===== src/rtl/dpic_mem_arbiter.sv =====
// dpic_mem_arbiter: shares the single DPI-C memory port between instruction fetch and load/store.
// One access at a time; memory strobes and responses all come straight from registers.
//
// state  | meaning
// IDLE   | grant one requester (LS first unless IF has been passed over STARVE_MAX times)
// ACCESS | single-cycle memory strobe; read data captured at the end of the cycle
// RESP   | response held for the winner until it is consumed
module dpic_mem_arbiter #(
    parameter int ADDR_W     = 64,
    parameter int DATA_W     = 64,
    parameter int STARVE_MAX = 4
) (
    input  logic              clock,
    input  logic              reset,
    input  logic              if_req_valid,
    output logic              if_req_ready,
    input  logic [ADDR_W-1:0] if_req_addr,
    output logic              if_resp_valid,
    input  logic              if_resp_ready,
    output logic [DATA_W-1:0] if_resp_data,
    input  logic              ls_req_valid,
    output logic              ls_req_ready,
    input  logic [ADDR_W-1:0] ls_req_addr,
    input  logic              ls_req_wen,
    input  logic [DATA_W-1:0] ls_req_wdata,
    input  logic [7:0]        ls_req_wmask,
    output logic              ls_resp_valid,
    input  logic              ls_resp_ready,
    output logic [DATA_W-1:0] ls_resp_data,
    output logic              ls_resp_err,
    output logic              mem_rd_en,
    output logic [ADDR_W-1:0] mem_rd_addr,
    input  logic [DATA_W-1:0] mem_rd_data,
    output logic              mem_we_en,
    output logic [ADDR_W-1:0] mem_we_addr,
    output logic [DATA_W-1:0] mem_we_data,
    output logic [7:0]        mem_we_mask
);
    typedef enum logic [1:0] {IDLE, ACCESS, RESP} state_t;

    localparam logic [3:0] STARVE_LIM = 4'(STARVE_MAX);

    state_t     state;
    logic [3:0] starve_cnt;
    logic       acc_if;
    logic       acc_rd;
    logic       acc_err;

    logic idle;
    logic if_win;
    logic ls_win;
    logic mask_ok;
    logic consume;

    // Ready is gated by reset so nothing is offered while reset is held.
    assign idle    = (state == IDLE) && reset;
    assign if_win  = if_req_valid && (!ls_req_valid || (starve_cnt == STARVE_LIM));
    assign ls_win  = ls_req_valid && !if_win;
    assign if_req_ready = idle && if_win;
    assign ls_req_ready = idle && ls_win;
    assign mask_ok = (ls_req_wmask == 8'h01) || (ls_req_wmask == 8'h03) ||
                     (ls_req_wmask == 8'h0F) || (ls_req_wmask == 8'hFF);
    assign consume = (if_resp_valid && if_resp_ready) || (ls_resp_valid && ls_resp_ready);

    always_ff @(posedge clock or negedge reset) begin
        if (!reset) begin
            state         <= IDLE;
            starve_cnt    <= '0;
            acc_if        <= 1'b0;
            acc_rd        <= 1'b0;
            acc_err       <= 1'b0;
            if_resp_valid <= 1'b0;
            if_resp_data  <= '0;
            ls_resp_valid <= 1'b0;
            ls_resp_data  <= '0;
            ls_resp_err   <= 1'b0;
            mem_rd_en     <= 1'b0;
            mem_rd_addr   <= '0;
            mem_we_en     <= 1'b0;
            mem_we_addr   <= '0;
            mem_we_data   <= '0;
            mem_we_mask   <= '0;
        end else begin
            case (state)
                IDLE: begin
                    if (if_req_ready || ls_req_ready) begin
                        acc_if <= if_win;
                        if (if_win) begin
                            mem_rd_en   <= 1'b1;
                            mem_rd_addr <= if_req_addr;
                            acc_rd      <= 1'b1;
                            acc_err     <= 1'b0;
                        end else if (!ls_req_wen) begin
                            mem_rd_en   <= 1'b1;
                            mem_rd_addr <= ls_req_addr;
                            acc_rd      <= 1'b1;
                            acc_err     <= 1'b0;
                        end else begin
                            // An illegal mask never reaches the memory; it only flags err.
                            acc_rd  <= 1'b0;
                            acc_err <= !mask_ok;
                            if (mask_ok) begin
                                mem_we_en   <= 1'b1;
                                mem_we_addr <= ls_req_addr;
                                mem_we_data <= ls_req_wdata;
                                mem_we_mask <= ls_req_wmask;
                            end
                        end
                        if (if_win || !if_req_valid) begin
                            starve_cnt <= '0;
                        end else if (starve_cnt < STARVE_LIM) begin
                            starve_cnt <= starve_cnt + 4'd1;
                        end
                        state <= ACCESS;
                    end
                end
                ACCESS: begin
                    mem_rd_en   <= 1'b0;
                    mem_rd_addr <= '0;
                    mem_we_en   <= 1'b0;
                    mem_we_addr <= '0;
                    mem_we_data <= '0;
                    mem_we_mask <= '0;
                    if (acc_if) begin
                        if_resp_valid <= 1'b1;
                        if_resp_data  <= mem_rd_data;
                    end else begin
                        ls_resp_valid <= 1'b1;
                        ls_resp_data  <= acc_rd ? mem_rd_data : '0;
                        ls_resp_err   <= acc_err;
                    end
                    state <= RESP;
                end
                RESP: begin
                    if (consume) begin
                        if_resp_valid <= 1'b0;
                        if_resp_data  <= '0;
                        ls_resp_valid <= 1'b0;
                        ls_resp_data  <= '0;
                        ls_resp_err   <= 1'b0;
                        state         <= IDLE;
                    end
                end
                default: state <= IDLE;
            endcase
        end
    end
endmodule

===== config.mk =====
export PLATFORM = sky130hd
export DESIGN_NAME = dpic_mem_arbiter
export DESIGN_NICKNAME = d
export VERILOG_FILES = /design/src/rtl/dpic_mem_arbiter.sv
export SDC_FILE = /design/constraint.sdc
export NUM_CORES = 1
export LEC_CHECK = 0
export ABC_AREA = 1
export BUFFER_PORTS_ARGS = -buffer_cell sky130_fd_sc_hd__buf_2
export CORE_AREA = 3 3 234 236
export CTS_BUF_LIST = sky130_fd_sc_hd__clkbuf_4
export DETAILED_ROUTE_END_ITERATION = 8
export DIE_AREA = 0 0 237 239
export SYNTH_ARGS = -nofsm -noshare
export SYNTH_HDL_FRONTEND = slang
export SYNTH_SLANG_ARGS = --single-unit

===== constraint.sdc =====
create_clock -name clock -period 2.7 [get_ports clock]
set_clock_uncertainty 0.1 [all_clocks]
set_input_delay 0.405 -clock clock [delete_from_list [all_inputs] [get_ports clock]]
set_output_delay 0.405 -clock clock [all_outputs]
set_load 0.1 [all_outputs]

* Word-level counts from Yosys, hierarchy flattened
Index checks and enable logic that the tools add are counted.
Word-level totals: word-level logic and storage cells 112, output and inout bits 335, bits in registers 342
Cells by class: reduce and logical (&&, ||, !) cells 29, $add $sub $neg 1, mux-type cells 50, $lt $le $gt $ge 1, equality and inequality tests 15
Operators by type and width (count):
- $mux 64 | 15
- $pmux 64 s2 | 5
- $mux 8 | 4
- $pmux 8 s2 | 1
- $mux 1 | 15
- $ne 2x2->1 const B | 6
- $reduce_and 3->1 | 4
- $pmux 1 s2 | 5
- $eq 8x1->1 const B | 1
- $eq 8x2->1 const B | 1
- $eq 8x4->1 const B | 1
- $eq 8x8->1 const B | 1
- $mux 4 | 2
- $logic_and 1x1->1 | 7
- $logic_or 1x1->1 | 7
- $pmux 2 s3 | 1
- $reduce_bool 2->1 | 3
- $reduce_and 5->1 | 1
- $add 4x1->4 const B | 1
- $eq 4x3->1 const B | 1
- $logic_not 1->1 | 4
- $lt 4x3->1 const B | 1
- $mux 2 | 2
- $reduce_and 2->1 | 2
- other kinds (5) | 5

* Depth between registers and ports, before layout
word-level depth 9, depth in mapped cells 11, mapped depth without buffers 10

* Worst setup path after synthesis
No wires, ideal clock.
kind reg2out, start register starve_cnt[0], end output port ls_req_ready, data required time 2195 ps, data arrival time 2409 ps, buffers on the path 1, setup slack -214 ps, stages on the path, launching flop included 9, cell sequence dfrtp_1 inv_1 ha_1 nand3_1 nand2_1 nand2_1 buf_2 nand2_1 nor2_1
On the way: longest elaborated chain between the ends 6
Ends and longest elaborated chain:
- start, declared | line 44 | logic [3:0] starve_cnt;
- start signal, assigned | line 112 | starve_cnt <= starve_cnt + 4'd1;
- $eq 4x3->1 | line 57 | assign if_win = if_req_valid && (!ls_req_valid || (starve_cnt == STARVE_LIM));
- $logic_or 1x1->1 | line 57
- $logic_and 1x1->1 | line 57
- $logic_not 1->1 | line 58 | assign ls_win = ls_req_valid && !if_win;
- $logic_and 1x1->1 | line 58
- $logic_and 1x1->1 | line 60 | assign ls_req_ready = idle && ls_win;
- end, declared | line 22 | output logic ls_req_ready,
Every way passes these cells.

* Worst setup path after layout
start register starve_cnt[0], end register mem_rd_addr[26]
On the way: longest elaborated chain between the ends 9, elaborated cells on any way between the ends 14, classes of those cells eq/ne (3); mux (3); reduce/logical (8)
Ends and longest elaborated chain:
- $eq 4x3->1 * | line 57
- $logic_or 1x1->1 * | line 57
- $logic_and 1x1->1 * | line 57
- $logic_not 1->1 | line 58
- $logic_and 1x1->1 | line 58
- $logic_and 1x1->1 | line 60
- $logic_or 1x1->1 | line 86 | if (if_req_ready || ls_req_ready) begin
- $ne 2x1->1 (no line)
- $reduce_and 3->1 (no line)
- end signal, assigned | line 90 | mem_rd_addr <= if_req_addr;
- end signal, assigned | line 95 | mem_rd_addr <= ls_req_addr;
- end, declared | line 32 | output logic [ADDR_W-1:0] mem_rd_addr,
Every way passes the cells marked *; elsewhere a longest branch is shown, timed or not. The select of a mux whose other input is x is not followed. A chain may end at the register's enable or synchronous reset.

==> flow_summary.json <==
{
  "tightest_slew_ns": 0.911,
  "area_delta_synth_final_pct": 53.0,
  "wire_per_inst_um": 18.9,
  "grt.overflow.total": 0,
  "setup_viol_count_final": 0,
  "drt_iter0_drc": 1072,
  "criticalPathCategory": "flop to flop",
  "start_util_pct": 28.2,
  "crit_path_end_kind": "flop",
  "path_cells": "inv_2, ha_2, nand3_2, nand2_4, nand2_8, buf_4, inv_2, buf_12, nand2_1, nand2_1, dlygate4sd3_1, nand2_1, nand2_1",
  "grt_max_degree": 138,
  "cts_sinks": 342,
  "track_usage_pct": 21.7,
  "first_global_vias": 17219,
  "syn_avg_cell_area_um2": 8.50,
  "synth_warnings": 0,
  "grt_pass1_wl_um": 97200,
  "clock_path_buffers": 3,
  "yosysSeqAreaShare_pct": 57.6,
  "cts_htree_levels": 3,
  "vias_per_cell": 4.96,
  "fin_crit_sh_pct": 96.4,
  "nets": 2901,
  "power_density_nw_per_um2": 1220,
  "slowest_stage": "dlygate4sd3_1",
  "synth_ff_type": "dfrtp_1",
  "clock_latency_ns": 0.78,
  "core_um2": 52700,
  "drv_cap": 0,
  "period_needed_ns": 2.60,
  "slew_headroom_pct": 39.3,
  "ys_types": 23,
  "drt_wl_total_um": 64000,
  "cts_root_buf": "clkbuf_4",
  "post-route-cell-area_um2": 22700,
  "dr.pass1.iters": 5,
  "dieWidth_um": 237,
  "p_leak_nw": 12.9,
  "arrival_ns": 3.24,
  "ys_ff_latch": 342,
  "ir_drop_mv": 0.848,
  "worst_ep_required_time_ns": 3.33,
  "ios": 606,
  "via_count": 16818,
  "slowest_delay_ns": 0.56,
  "die-area_um2": 56600,
  "cts_tree": "built",
  "synth_edf_count": 0,
  "die_h_um": 239,
  "synth_cells": 1749,
  "antenna_found_initial": 3,
  "place_area_um2": 18500,
  "drc": 0,
  "row_count": 84,
  "syn-num-nets": 2022,
  "slew_violations": 0,
  "cts_buffers": 95,
  "hold_path.class": "input port to asynchronous set/reset pin",
  "synth_area_um2": 14900,
  "rsz0062_at_grt": "false",
  "cp_max_fo": 64,
  "io_buffer_count": 605,
  "final_antenna_net_count": 0,
  "place_congestion": 0.880,
  "clock.fmax_mhz": 384,
  "start_kind": "flop",
  "final.setup.tns_ns": 0,
  "dp_hpwl_um": 39700,
  "drive_gt1_share_pct": 29.8,
  "status": "complete, no violations",
  "synthArstFlopShare_pct": 100,
  "crit_top_cell": "nand2_1",
  "clk_pin_slew_worst_paths_ns": 0.07,
  "hold_violations": 0
}
## report_power, final
group | switching (mW) | leakage, nW | internal (mW)
registers | 0.765 | 4.61 | 6.45
logic | 13.4 | 7.64 | 2.36
clock network | 2.27 | 0.692 | 2.38
total | 16.5 | 12.9 | 11.2
## placed cells by master, fill, tap and decap left out, types with 2 or more instances in the layout
master,n
nand2_1,668
nand2_2,3
dfrtp_1,341
nor2_1,18
diode_2,5
inv_2,4
buf_2,602
clkbuf_4,134
nand2_4,4
buf_12,14
o21ai_0,36
nand3_1,348
a21oi_1,10
nand4_1,132
nor2_2,2
clkinvlp_4,2
inv_1,14
clkinv_1,24
nor2_4,5
clkinv_2,5
buf_4,17
dlygate4sd3_1,298
## sequential cells by signal, indices dropped and copies added, names as in the netlist, 2 cells and up
name	count
if_resp_data	64
mem_rd_addr	64
mem_we_data	64
mem_we_addr	64
starve_cnt	4
state	2
mem_we_mask	8
ls_resp_data	64
## per-layer routing
| metal | vias up | routed length, um | part of all wire [%] | global-route usage [%] |
|---|---|---|---|---|
| met5 | - | 0 | 0 | 0 |
| met4 | 0 | 2840 | 4.4 | 11.6 |
| met3 | 188 | 5850 | 9.1 | 6.13 |
| met2 | 979 | 30900 | 48 | 35.8 |
| met1 | 7993 | 24400 | 38 | 25.7 |
| li1 | 7658 | - | - | - |
## metrics by stage
step | cells | power (mW) | hold slack (ns) | setup WS [ns] | util [%]
3_3_place_gp | 2916 | 22.5 | 0.351 | 0.393 | 35.1
4_1_cts | 3387 | 27.9 | 0.111 | 0.0219 | 43.2
3_5_place_dp | 2916 | 22.6 | 0.355 | 0.356 | 35.1
2_1_floorplan | 1749 | 19.3 | 0.00941 | 0.256 | -
6_report | 3391 | 27.7 | 0.247 | 0.0975 | 43.2
5_1_grt | 3388 | 28.9 | 0.181 | 0.00651 | 43.2
## critical path: cells and delay by family (launching register included)
family	cells	cell delay [ns]
adder cells (fa/ha/maj)	1	0.17
buffers and inverters	5	1.16
flip-flops	1	0.39
AND/OR/NAND/NOR	7	0.68
## layout make-up
class	count	area, um^2
clock buffers	134	1010
flip-flops and latches	342	8560
fillers	5072	29900
well taps	688	861
clock inverters	33	169
diodes	5	12.5
repair buffers	932	6420
inverters	19	73.8
multi-input cells	1238	5640
## logic make-up (layout without fill, tap and decap cells)
logic type | Yosys count | in the layout | synth area share [%]
simple gates | 1184 | 1184 | 35.2
flops | 342 | 342 | 57.6
buf+inv | 169 | 1118 | 5.09
compound gates | 52 | 52 | 1.93
fa+ha+maj | 2 | 2 | 0.168
other cells | 0 | 5 | 0
## path summary, 6_finish.rpt
| check | startpoint | to | slack (ns) | cells after the start |
|---|---|---|---|---|
| max | starve_cnt[0] | mem_rd_addr[26] | 0.1 | 13 |
| min | reset | mem_rd_addr[14] | 0.25 | 3 |
| max reg2reg | starve_cnt[0] | mem_rd_addr[26] | 0.1 | 13 |
| min reg2reg | mem_rd_addr[18] | mem_rd_addr[18] | 0.36 | 2 |
| max in group asynchronous | reset | mem_rd_addr[1] | 0.99 | 4 |
| min in group clock | ls_req_wmask[7] | mem_we_addr[13] | 0.29 | 7 |
## what timing repair did
item	4_1_cts	5_1_grt
endpoints found under the hold margin	425	0
resized for setup	8	2
endpoints found under the setup margin	2	4
pin swaps	3	1
hold buffers	299	0
gates cloned	0	0
buffers inserted	5	0
## cells in the mapped netlist, types with 2 or more instances
cell,instances,share of area (%)
a21oi_1,10,0.34
buf_1,22,0.56
buf_2,59,2.0
buf_4,13,0.66
clkbuf_1,56,1.4
dfrtp_1,342,58
ha_1,2,0.17
inv_1,15,0.38
inv_2,4,0.10
nand2_1,674,17
nand2_2,2,0.084
nand3_1,350,12
nand4_1,132,5.6
nor2_1,21,0.53
nor2_2,2,0.084
nor2_4,2,0.15
o21ai_0,37,1.2
(Power assumes the default switching activity.)
